===== src/rtl/alu_pkg.sv =====
// Shared definitions for the multi-cycle ALU: opcode values, FSM states, opcode helpers.
// No logic of its own; imported by the interface consumers, the top and the iterative datapath.
// Opcode values are those of the single-cycle ALU so the control unit encoding is unchanged.
package alu_pkg;

   localparam logic [3:0] ALU_SLL  = 4'd0;
   localparam logic [3:0] ALU_SRA  = 4'd1;
   localparam logic [3:0] ALU_SRL  = 4'd2;
   localparam logic [3:0] ALU_MUL  = 4'd3;
   localparam logic [3:0] ALU_PASS = 4'd4;
   localparam logic [3:0] ALU_ADD  = 4'd5;
   localparam logic [3:0] ALU_SUB  = 4'd6;
   localparam logic [3:0] ALU_AND  = 4'd7;
   localparam logic [3:0] ALU_OR   = 4'd8;
   localparam logic [3:0] ALU_XOR  = 4'd9;
   localparam logic [3:0] ALU_NOR  = 4'd10;
   localparam logic [3:0] ALU_SLT  = 4'd11;
   localparam logic [3:0] ALU_SLTU = 4'd12;
   localparam logic [3:0] ALU_MULU = 4'd13;
   localparam logic [3:0] ALU_DIV  = 4'd14;
   localparam logic [3:0] ALU_DIVU = 4'd15;

   typedef enum logic [1:0] {
      ST_IDLE = 2'd0,
      ST_RUN  = 2'd1,
      ST_FIX  = 2'd2
   } state_t;

   // Ops that go through the WIDTH-step shift/add or shift/subtract datapath.
   function automatic logic is_iterative(input logic [3:0] op);
      return (op == ALU_MUL) || (op == ALU_MULU) || (op == ALU_DIV) || (op == ALU_DIVU);
   endfunction

   function automatic logic is_divide(input logic [3:0] op);
      return (op == ALU_DIV) || (op == ALU_DIVU);
   endfunction

   // Ops whose operands are interpreted as two's complement by the iterative datapath.
   function automatic logic is_signed_iter(input logic [3:0] op);
      return (op == ALU_MUL) || (op == ALU_DIV);
   endfunction

endpackage


===== src/rtl/alu_mc_if.sv =====
// Issue/result bundle between the execute-stage control and the multi-cycle ALU.
// master drives Start/AluOP/X/Y and observes Busy/Done/results/flags; slave is the ALU side.
// No buffering: a Start presented while Busy is high is simply not taken.
interface alu_mc_if #(parameter int WIDTH = 32);

   logic             Start;
   logic [3:0]       AluOP;
   logic [WIDTH-1:0] X;
   logic [WIDTH-1:0] Y;
   logic             Busy;
   logic             Done;
   logic [WIDTH-1:0] Result;
   logic [WIDTH-1:0] Result_2;
   logic             Equal;
   logic             smaller;
   logic             bigger_equal;

   modport master (
      output Start, AluOP, X, Y,
      input  Busy, Done, Result, Result_2, Equal, smaller, bigger_equal
   );

   modport slave (
      input  Start, AluOP, X, Y,
      output Busy, Done, Result, Result_2, Equal, smaller, bigger_equal
   );

endinterface


===== src/rtl/alu_mc_iter.sv =====
// Iterative multiply/divide datapath: one shift-add or restoring shift-subtract step per step tick.
// Latency: WIDTH step ticks after load; res_lo/res_hi are the sign-corrected results once last has been stepped.
// No backpressure: load/step are commanded by the owning FSM; x/y are only sampled on load.
// Ports: clk/tick/reset, load (capture operands), step (one iteration), op (selects mul/div and signedness),
//        x/y operands, last (counter at final step), res_lo/res_hi (product halves or quotient/remainder).
module alu_mc_iter
   import alu_pkg::*;
#(
   parameter int WIDTH = 32
)
(
   input  logic             clk,
   input  logic             tick,
   input  logic             reset,
   input  logic             load,
   input  logic             step,
   input  logic [3:0]       op,
   input  logic [WIDTH-1:0] x,
   input  logic [WIDTH-1:0] y,
   output logic             last,
   output logic [WIDTH-1:0] res_lo,
   output logic [WIDTH-1:0] res_hi
);

   localparam int CW = $clog2(WIDTH) + 1;

   // acc is one bit wider than an operand: the multiply carry and the shifted partial remainder need it.
   logic [WIDTH:0]   acc;
   logic [WIDTH-1:0] mq;      // multiplier / dividend, becomes product low half / quotient
   logic [WIDTH-1:0] opb;     // multiplicand / divisor magnitude
   logic [CW-1:0]    cnt;
   logic             div_mode;
   logic             neg_q;   // negate product or quotient
   logic             neg_r;   // negate remainder (takes sign of X)
   logic             div0;

   logic             sx;
   logic             sy;
   logic [WIDTH-1:0] mag_x;
   logic [WIDTH-1:0] mag_y;

   logic [WIDTH:0]   add_sum;
   logic [WIDTH:0]   shl;
   logic             fits;

   logic [2*WIDTH-1:0] prod;
   logic [2*WIDTH-1:0] prod_fix;
   logic [WIDTH-1:0]   quo;
   logic [WIDTH-1:0]   rem;

   // Magnitudes at load time; the most negative value maps onto 2^(WIDTH-1), which still fits unsigned.
   always_comb begin
      sx    = is_signed_iter(op) & x[WIDTH-1];
      sy    = is_signed_iter(op) & y[WIDTH-1];
      mag_x = sx ? -x : x;
      mag_y = sy ? -y : y;
   end

   always_comb begin
      add_sum = mq[0] ? (acc + {1'b0, opb}) : acc;
      shl     = {acc[WIDTH-1:0], mq[WIDTH-1]};
      fits    = (shl >= {1'b0, opb});
   end

   assign last = (cnt == CW'(1));

   always_ff @(posedge clk) begin
      if (tick) begin
         if (reset) begin
            acc      <= '0;
            mq       <= '0;
            opb      <= '0;
            cnt      <= '0;
            div_mode <= 1'b0;
            neg_q    <= 1'b0;
            neg_r    <= 1'b0;
            div0     <= 1'b0;
         end else if (load) begin
            acc      <= '0;
            mq       <= mag_x;
            opb      <= mag_y;
            cnt      <= CW'(WIDTH);
            div_mode <= is_divide(op);
            neg_q    <= sx ^ sy;
            neg_r    <= sx;
            div0     <= (y == '0);
         end else if (step) begin
            cnt <= cnt - CW'(1);
            if (div_mode) begin
               if (fits) begin
                  acc <= shl - {1'b0, opb};
                  mq  <= {mq[WIDTH-2:0], 1'b1};
               end else begin
                  acc <= shl;
                  mq  <= {mq[WIDTH-2:0], 1'b0};
               end
            end else begin
               acc <= {1'b0, add_sum[WIDTH:1]};
               mq  <= {add_sum[0], mq[WIDTH-1:1]};
            end
         end
      end
   end

   // Sign correction. Divide by zero forces an all-ones quotient regardless of sign; the remainder path
   // already yields X because the unsigned core returns the dividend magnitude for a zero divisor.
   always_comb begin
      prod     = {acc[WIDTH-1:0], mq};
      prod_fix = neg_q ? -prod : prod;
      quo      = div0 ? '1 : (neg_q ? -mq : mq);
      rem      = neg_r ? -acc[WIDTH-1:0] : acc[WIDTH-1:0];
      res_lo   = div_mode ? quo : prod_fix[WIDTH-1:0];
      res_hi   = div_mode ? rem : prod_fix[2*WIDTH-1:WIDTH];
   end

endmodule


===== src/rtl/alu_mc.sv =====
// Execute-stage ALU: single-cycle logic/arith/shift/compare ops plus iterative mul/div with remainder.
// Latency: results one tick after accept for single-cycle ops; Busy for WIDTH+1 ticks then Done for mul/div.
// Backpressure: Busy high means Start is ignored (not queued); the pipeline must stall and re-issue.
// Ports: LOGISIM_CLOCK_TREE_0 (bit 4 = clock edge, bit 2 = tick enable), Reset (sync, active high),
//        bus (slave side of alu_mc_if: Start/AluOP/X/Y in, Busy/Done/Result/Result_2/flags out).
//        WIDTH must be a power of two and at least 8.
module alu_mc
   import alu_pkg::*;
#(
   parameter int WIDTH = 32
)
(
   input  logic [4:0] LOGISIM_CLOCK_TREE_0,
   input  logic       Reset,
   alu_mc_if.slave    bus
);

   localparam int SHW = $clog2(WIDTH);

   logic clk;
   logic tick;
   logic unused_tree;

   assign clk         = LOGISIM_CLOCK_TREE_0[4];
   assign tick        = LOGISIM_CLOCK_TREE_0[2];
   assign unused_tree = ^{LOGISIM_CLOCK_TREE_0[3], LOGISIM_CLOCK_TREE_0[1:0]};

   state_t state;
   state_t state_nxt;

   logic accept;
   logic launch;
   logic step;
   logic finish;
   logic iter_last;

   logic [WIDTH-1:0] iter_lo;
   logic [WIDTH-1:0] iter_hi;

   logic [SHW-1:0]   shamt;
   logic [WIDTH-1:0] sc_res;
   logic [WIDTH-1:0] sc_res2;
   logic             sc_smaller;
   logic             lt_s;
   logic             lt_u;
   logic             eq_now;

   logic [WIDTH-1:0] result_q;
   logic [WIDTH-1:0] result2_q;
   logic             equal_q;
   logic             smaller_q;
   logic             done_q;
   logic             pend_equal;  // Equal of the accepted operands, held until the iterative op completes

   assign shamt  = bus.Y[SHW-1:0];
   assign eq_now = (bus.X == bus.Y);

   // Single-cycle results, evaluated on the live operands and registered at the accept tick.
   always_comb begin
      sc_res     = '0;
      sc_res2    = '0;
      sc_smaller = 1'b0;
      lt_s       = ($signed(bus.X) < $signed(bus.Y));
      lt_u       = (bus.X < bus.Y);
      case (bus.AluOP)
         ALU_SLL:  sc_res = bus.X << shamt;
         ALU_SRA:  sc_res = $signed(bus.X) >>> shamt;
         ALU_SRL:  sc_res = bus.X >> shamt;
         ALU_PASS: begin
            sc_res  = bus.X;
            sc_res2 = bus.Y;
         end
         ALU_ADD:  sc_res = bus.X + bus.Y;
         ALU_SUB:  sc_res = bus.X - bus.Y;
         ALU_AND:  sc_res = bus.X & bus.Y;
         ALU_OR:   sc_res = bus.X | bus.Y;
         ALU_XOR:  sc_res = bus.X ^ bus.Y;
         ALU_NOR:  sc_res = ~(bus.X | bus.Y);
         ALU_SLT: begin
            sc_smaller = lt_s;
            sc_res     = {{(WIDTH-1){1'b0}}, lt_s};
         end
         ALU_SLTU: begin
            sc_smaller = lt_u;
            sc_res     = {{(WIDTH-1){1'b0}}, lt_u};
         end
         default: ;
      endcase
   end

   // FSM: IDLE accepts everything; single-cycle ops never leave IDLE so they can issue back to back.
   always_comb begin
      state_nxt = state;
      accept    = 1'b0;
      launch    = 1'b0;
      step      = 1'b0;
      finish    = 1'b0;
      case (state)
         ST_IDLE: begin
            if (bus.Start) begin
               accept = 1'b1;
               if (is_iterative(bus.AluOP)) begin
                  launch    = 1'b1;
                  state_nxt = ST_RUN;
               end
            end
         end
         ST_RUN: begin
            step = 1'b1;
            if (iter_last) begin
               state_nxt = ST_FIX;
            end
         end
         ST_FIX: begin
            finish    = 1'b1;
            state_nxt = ST_IDLE;
         end
         default: state_nxt = ST_IDLE;
      endcase
   end

   always_ff @(posedge clk) begin
      if (tick) begin
         if (Reset) begin
            state <= ST_IDLE;
         end else begin
            state <= state_nxt;
         end
      end
   end

   always_ff @(posedge clk) begin
      if (tick) begin
         if (Reset) begin
            result_q   <= '0;
            result2_q  <= '0;
            equal_q    <= 1'b0;
            smaller_q  <= 1'b0;
            done_q     <= 1'b0;
            pend_equal <= 1'b0;
         end else begin
            done_q <= 1'b0;
            if (accept && !launch) begin
               result_q  <= sc_res;
               result2_q <= sc_res2;
               equal_q   <= eq_now;
               smaller_q <= sc_smaller;
               done_q    <= 1'b1;
            end else if (finish) begin
               result_q  <= iter_lo;
               result2_q <= iter_hi;
               equal_q   <= pend_equal;
               smaller_q <= 1'b0;
               done_q    <= 1'b1;
            end
            if (launch) begin
               pend_equal <= eq_now;
            end
         end
      end
   end

   alu_mc_iter #(
      .WIDTH (WIDTH)
   ) u_iter (
      .clk    (clk),
      .tick   (tick),
      .reset  (Reset),
      .load   (launch),
      .step   (step),
      .op     (bus.AluOP),
      .x      (bus.X),
      .y      (bus.Y),
      .last   (iter_last),
      .res_lo (iter_lo),
      .res_hi (iter_hi)
   );

   assign bus.Busy         = (state != ST_IDLE);
   assign bus.Done         = done_q;
   assign bus.Result       = result_q;
   assign bus.Result_2     = result2_q;
   assign bus.Equal        = equal_q;
   assign bus.smaller      = smaller_q;
   assign bus.bigger_equal = ~smaller_q;

endmodule


===== src/flat_wrapper.sv =====
// flat-port wrapper written by rule: the top's interface ports become plain ports
module alu_mc_flat import alu_pkg::*;
#(
   parameter int WIDTH = 32
)
  (LOGISIM_CLOCK_TREE_0, Reset, bus_Start, bus_AluOP, bus_X, bus_Y, bus_Busy, bus_Done, bus_Result, bus_Result_2, bus_Equal, bus_smaller, bus_bigger_equal);
  alu_mc_if #(.WIDTH(WIDTH)) bus_i ();
  input  logic [4:0] LOGISIM_CLOCK_TREE_0;
  input  logic Reset;
  input wire logic [$bits(bus_i.Start)-1:0] bus_Start;
  input wire logic [$bits(bus_i.AluOP)-1:0] bus_AluOP;
  input wire logic [$bits(bus_i.X)-1:0] bus_X;
  input wire logic [$bits(bus_i.Y)-1:0] bus_Y;
  output wire logic [$bits(bus_i.Busy)-1:0] bus_Busy;
  output wire logic [$bits(bus_i.Done)-1:0] bus_Done;
  output wire logic [$bits(bus_i.Result)-1:0] bus_Result;
  output wire logic [$bits(bus_i.Result_2)-1:0] bus_Result_2;
  output wire logic [$bits(bus_i.Equal)-1:0] bus_Equal;
  output wire logic [$bits(bus_i.smaller)-1:0] bus_smaller;
  output wire logic [$bits(bus_i.bigger_equal)-1:0] bus_bigger_equal;
  assign bus_i.Start = bus_Start;
  assign bus_i.AluOP = bus_AluOP;
  assign bus_i.X = bus_X;
  assign bus_i.Y = bus_Y;
  assign bus_Busy = bus_i.Busy;
  assign bus_Done = bus_i.Done;
  assign bus_Result = bus_i.Result;
  assign bus_Result_2 = bus_i.Result_2;
  assign bus_Equal = bus_i.Equal;
  assign bus_smaller = bus_i.smaller;
  assign bus_bigger_equal = bus_i.bigger_equal;
  alu_mc #(.WIDTH(WIDTH)) u_core (.LOGISIM_CLOCK_TREE_0(LOGISIM_CLOCK_TREE_0), .Reset(Reset), .bus(bus_i));
endmodule

===== config.mk =====
export PLATFORM = sky130hd
export DESIGN_NAME = alu_mc_flat
export DESIGN_NICKNAME = d
export VERILOG_FILES = /design/src/rtl/alu_pkg.sv /design/src/rtl/alu_mc_if.sv /design/src/rtl/alu_mc_iter.sv /design/src/rtl/alu_mc.sv /design/src/flat_wrapper.sv
export SDC_FILE = /design/constraint.sdc
export NUM_CORES = 1
export LEC_CHECK = 0
export CAP_MARGIN = 20
export CORE_ASPECT_RATIO = 1.2
export CORE_MARGIN = 5
export CORE_UTILIZATION = 60
export CTS_BUF_LIST = sky130_fd_sc_hd__clkbuf_8
export DETAILED_ROUTE_END_ITERATION = 10
export PLACE_DENSITY_LB_ADDON = 0.2
export SYNTH_ARGS = -nofsm -noshare
export SYNTH_HDL_FRONTEND = slang
export SYNTH_SLANG_ARGS = --single-unit

===== constraint.sdc =====
create_clock -name LOGISIM_CLOCK_TREE_0 -period 15.76 [get_ports LOGISIM_CLOCK_TREE_0]
set_input_delay 3.152 -clock LOGISIM_CLOCK_TREE_0 [delete_from_list [all_inputs] [get_ports LOGISIM_CLOCK_TREE_0]]
set_output_delay 3.152 -clock LOGISIM_CLOCK_TREE_0 [all_outputs]
set_load 0.01 [all_outputs]

# Yosys cells after proc, flatten, opt, wreduce, memory -nomap -nowiden
# Cells that the tools add are included.
word_totals:
  register_bits: 177
  latchBits: 0
  ramBits: 0
  rom_bits: 0
  in_bits: 75
  out_inout_bits: 69
  word_cells: 129
  n_memories: 0
op_classes:
  addsub: 10
  n_mul: 0
  n_div: 0
  magnitude_cmp: 3
  eq_ne: 22
  n_shift: 3
  muxes: 48
  n_bitwise: 8
  n_reduce_logical: 19
ops:
  columns: ["operator", "n"]
  rows:
  - ["$mux W32", 16]
  - ["$pmux W32 S12", 1]
  - ["$mux W33", 4]
  - ["$neg A32 Y32", 4]
  - ["$lt A32 B32 Y1", 2]
  - ["$mux W64", 1]
  - ["$neg A64 Y64", 1]
  - ["$add A33 B32 Y33", 1]
  - ["$ge A33 B32 Y1", 1]
  - ["$sub A33 B32 Y33", 1]
  - ["$add A32 B32 Y32", 1]
  - ["$and A32 B32 Y32", 1]
  - ["$eq A32 B32 Y1", 1]
  - ["$eq A4 B4 Y1 const B", 8]
  - ["$logic_not A32 Y1", 1]
  - ["$not A32 Y32", 1]
  - ["$or A32 B32 Y32", 1]
  - ["$shl A32 B5 Y32", 1]
  - ["$shr A32 B5 Y32", 1]
  - ["$sshr A32 B5 Y32", 1]
  - ["$sub A32 B32 Y32", 1]
  - ["$xor A32 B32 Y32", 1]
  - ["$mux W1", 19]
  - ["$eq A4 B3 Y1 const B", 4]
  - ["25 further kinds", 39]

# Longest topological paths before layout
logic_depth:
  ltp_word: 11
  mapped_depth: 16
  depth_no_buf: 13

# Hierarchy
# From an unflattened synthesis, not the netlist that was laid out.
hier_totals:
  hier_cells: 3095
  area_unflattened_um2: 24471.0
by_module_without_submodules:
  columns: ["mod", "instances", "cells_each", "area_per_inst_um2", "seq_area_each_um2"]
  rows:
  - ["alu_mc", 1, 1602, 12443.2, 2102.0]
  - ["alu_mc_iter", 1, 1493, 12027.8, 3213.1]

# Worst setup path after synthesis
# Ideal clock, no wire load.
synth_path:
  path_type: "input-to-reg"
  start: "input bus_AluOP[2]"
  end: "register u_core.u_iter.acc[0] (enable)"
  setup_ps: 609
  arrival_time_ps: 9495
  required_ps: 15151
  slack_ps: 5655
  path_stages: 8
  path_buffers: 2
  path_cell_list: "clkbuf_1 nand2b_1 o32a_1 nand2b_1 nor2_1 nor2_1 clkbuf_1 a21boi_0"
synth_via:
  elab_chain_len: 9
  word_cells_on_any_way: 12
  cone_classes: "eq/ne: 4; mux: 3; reduce/logical: 5"
synth_lines:
  columns: ["element", "line", "source"]
  rows:
  - ["start: declaration", "flat_wrapper.sv:11", "input wire logic [$bits(bus_i.AluOP)-1:0] bus_AluOP;"]
  - ["$eq A4 B2 Y1 / $eq A4 B4 Y1 (equally long branches)", "alu_pkg.sv:31", "return (op == ALU_MUL) || (op == ALU_MULU) || (op == ALU_DIV) || (op == ALU_DIVU);"]
  - ["$logic_or A1 B1 Y1 (2 in a row)", "alu_pkg.sv:31", null]
  - ["$logic_or A1 B1 Y1 (*)", "alu_pkg.sv:31", null]
  - ["$mux W1 (*)", "alu_mc.sv:102", "if (is_iterative(bus.AluOP)) begin"]
  - ["$mux W1 (*)", "alu_mc.sv:100", "if (bus.Start) begin"]
  - ["$mux W1 (*)", "alu_mc.sv:98", "case (state)"]
  - ["$reduce_bool A3 Y1 (no line) (*)", null, null]
  - ["$reduce_and A2 Y1 (no line) (*)", null, null]
  - ["end signal: assignment", "alu_mc_iter.sv:91", "acc <= shl - {1'b0, opb};"]
  - ["end signal: assignment", "alu_mc_iter.sv:94", "acc <= shl;"]
  - ["end signal: assignment", "alu_mc_iter.sv:98", "acc <= {1'b0, add_sum[WIDTH:1]};"]
  - ["end: declaration", "alu_mc_iter.sv:28", "logic [WIDTH:0] acc;"]
# Every way passes the cells marked *; elsewhere a longest branch is shown, timed or not.
# A chain may end at the register's enable or synchronous reset.

==> run summary <==
run status = finished with violations
failing checks = design-rule violations, negative hold slack
layout filler cell count = 3284
Setup crit start kind = clock port
first-pass GRT wire length = 149000 um
proportion of layout cells with a drive suffix above 1 = 7.37%
syn_nets = 3240
internal power = 2.32 mW
Core Footprint = 38700 um^2
Async S/R FF share, synth = 0%
post-route cell area = 26200 um^2
Residual DRC = 2
Seq/Total Area, Yosys = 22.6%
Setup violations, final = 0
Hold Slack = -0.154 ns
CP arrival = 8.73 ns
Worst slew margin = 23.7%
Tightest Pin Transition = 1.15 ns
number of library cell types mapped by synthesis = 86
Worst Path Required = 16.03 ns
clk slew on worst S/H paths = 0.10 ns
Pins Over Slew Limit = 0
Final Hold Viols = 1
synth cell count leaders = nor2_1, a21oi_1, nand2_1
RSZ-0062 raised after global routing = false
cell area after placement = 25100 um^2
Pleak = 10.2 nW
Syn Inst Count = 2976
Synth Flop Type = edfxtp_1
vias in the first global route = 25400
Max Cap Viol = 0
initial antenna violation count = 3
FF+latch count, synth = 177
Critical Path Fanout Max = 8
combinational group share of total power = 58.3%
Pre-Repair DR Iteration Count = 11
GR Overflow Total = 0
clock latency on the worst-skew pair = 0.53 ns
Die Wd = 191 um
Initial Utilization = 60.7%
Inst Count DP = 3472
Hold WC Path Type = clock port to flip-flop
RD Place Congestion = 1.05
pwr/cell area = 178 nW/um^2
Setup TNS Final = 0 ns
Finished Layout Cells = 3554
PostCTS Resize Cnt = 0
Area growth, synth to finish = 11.3%
top cell type's share of synthesized area = 22.6%
Total GRT Usage = 45.0%
Routed Antenna Nets = 0
initial drt markers = 3648
Die H = 227 um
Mapped Area = 23500 um^2
sw frac = 50.4%
Setup Crit Path Kind = clock port to flip-flop
most common cell in the netlist = nor2_1
Mapped Avg Cell Area = 7.91 um^2
hold buffers post-CTS = 0
die footprint = 43300 um^2
Vias/cell = 7.29
P_sw = 2.35 mW
Clock Skews = 0.0246 ns
largest net degree at the start of global routing = 76
I/O pin total = 144
EDFF count, synth = 177
Post-CTS Setup Inserts = 0
via count = 25900
Avg WL per Cell = 28.3 um
CTS tree = yes
nets@finish = 3260
maximum vdd drop = 0.000134 V
Crit. End Element = flip-flop
leading post-synthesis cells by cell area = edfxtp_1, ha_1, nor2_1
input/output buffers = 139
dpl hpwl = 72500 um
final wirelength = 100000 um
Yosys top cell by area = edfxtp_1
row count = 79
synth warn = 0
power share of the clock group = 16.8%
Flop pwr share = 24.9%
## layout make-up
| type | count | area (um^2) | area share [%] |
|---|---|---|---|
| Multi-Input combinational cell | 2428 | 16900 | 64.4 |
| Timing Repair Buffer | 186 | 1720 | 6.59 |
| Clock buffer | 46 | 633 | 2.42 |
| Inverter | 157 | 589 | 2.25 |
| Antenna cell | 1 | 2.50 | 0.00956 |
| Sequential cell | 177 | 5320 | 20.3 |
| Tap cell | 526 | 658 | 2.51 |
| Clock inverter | 33 | 389 | 1.49 |
## sequential cells by signal, summed over array words and instances (netlist names)
name and cells:
u_core.u_iter.mq 32, u_core.u_iter.neg_r 1, u_core.u_iter.neg_q 1, u_core.u_iter.div_mode 1, u_core.bus.Result_2 32, u_core.u_iter.cnt 6
u_core.pend_equal 1, u_core.u_iter.opb 32, u_core.u_iter.acc 33, u_core.bus.smaller 1, u_core.state 2, u_core.bus.Done 1
u_core.bus.Result 32, u_core.bus.Equal 1, u_core.u_iter.div0 1
## worst max-delay path, stage by stage
cell      delay, ns
clkbuf_8       0.12
clkbuf_8       0.15
o21a_1         0.11
clkbuf_8       0.22
clkbuf_8       0.24
## power groups by stage
stage	clock [mW]	sequential (mW)	combinational, mW
after CTS	0.788	1.14	2.64
after floorplan	0.0981	1.10	1.78
after global placement	0.0981	1.15	2.53
after global routing	0.817	1.18	2.91
final	0.784	1.16	2.72
after detailed placement	0.0981	1.16	2.60
## cell families after synthesis
logic type / synth area share, %
flops: 22.6
compound gates: 28.5
fa+ha+maj: 10.2
simple gates: 18.7
xor+xnor: 6.22
buf+inv: 5.98
mux: 7.86
## through the flow
stage / total power [mW] / util [%] / setup slack [ns] / hold WS, ns
finish: 4.67 / 67.6 / 7.30 / -0.154
global route: 4.90 / 67.6 / 7.31 / -0.165
CTS: 4.57 / 67.5 / 7.23 / -0.159
detailed placement: 3.86 / 64.9 / 4.67 / 0.112
global placement: 3.77 / 64.9 / 4.77 / 0.112
floorplan: 2.98 / - / 5.60 / 0.112
## layout by cell type (no fill, tap or decap), drive strengths merged, types with 15 or more instances in the layout
cell type	netlist	layout
a21o	52	52
and3	25	25
nand2	227	227
nor3	65	65
nor2b	25	25
clkbuf	178	46
inv	156	170
xnor2	100	100
or3	46	46
o21bai	17	17
a31oi	31	31
nand2b	36	36
or2	16	16
mux2i	97	97
nor2	334	334
a21oi	238	238
o211ai	25	25
o21ai	208	208
buf	36	52
nand4	28	28
a211oi	95	95
nor4	21	21
a222oi	20	20
ha	185	185
or4	15	15
mux4	32	32
edfxtp	177	177
o31ai	40	40
a221oi	42	42
o22ai	21	21
a22o	32	32
xor2	67	67
nand3	61	61
o21a	18	18
clkdlybuf4s50	0	133
o41ai	18	18
## per-layer routing
layer / share of wire, % / global-route usage (%) / wire length [um]
met3: 12 / 13.6 / 12500
met5: 0.033 / 0.220 / 33
met2: 45 / 69.6 / 44900
met4: 9.1 / 36.6 / 9170
met1: 34 / 51.6 / 33800
## final timing paths
| path | endpoint | start | slack [ns] | cells after the start |
|---|---|---|---|---|
| hold / removal | u_core.bus.Done$_SDFFCE_PP0P_ | LOGISIM_CLOCK_TREE_0[2] | -0.15 | 2 |
| hold reg to reg | u_core.u_iter.cnt[0]$_SDFFCE_PN0P_ | u_core.u_iter.cnt[0]$_SDFFCE_PN0P_ | 0.64 | 1 |
| setup / recovery | u_core.bus.Result[4]$_SDFFCE_PP0P_ | LOGISIM_CLOCK_TREE_0[2] | 7.30 | 5 |
| setup reg to reg | u_core.u_iter.acc[25]$_SDFFCE_PN0P_ | u_core.u_iter.acc[9]$_SDFFCE_PN0P_ | 10.89 | 11 |
Power figures use the tool's default switching activity.
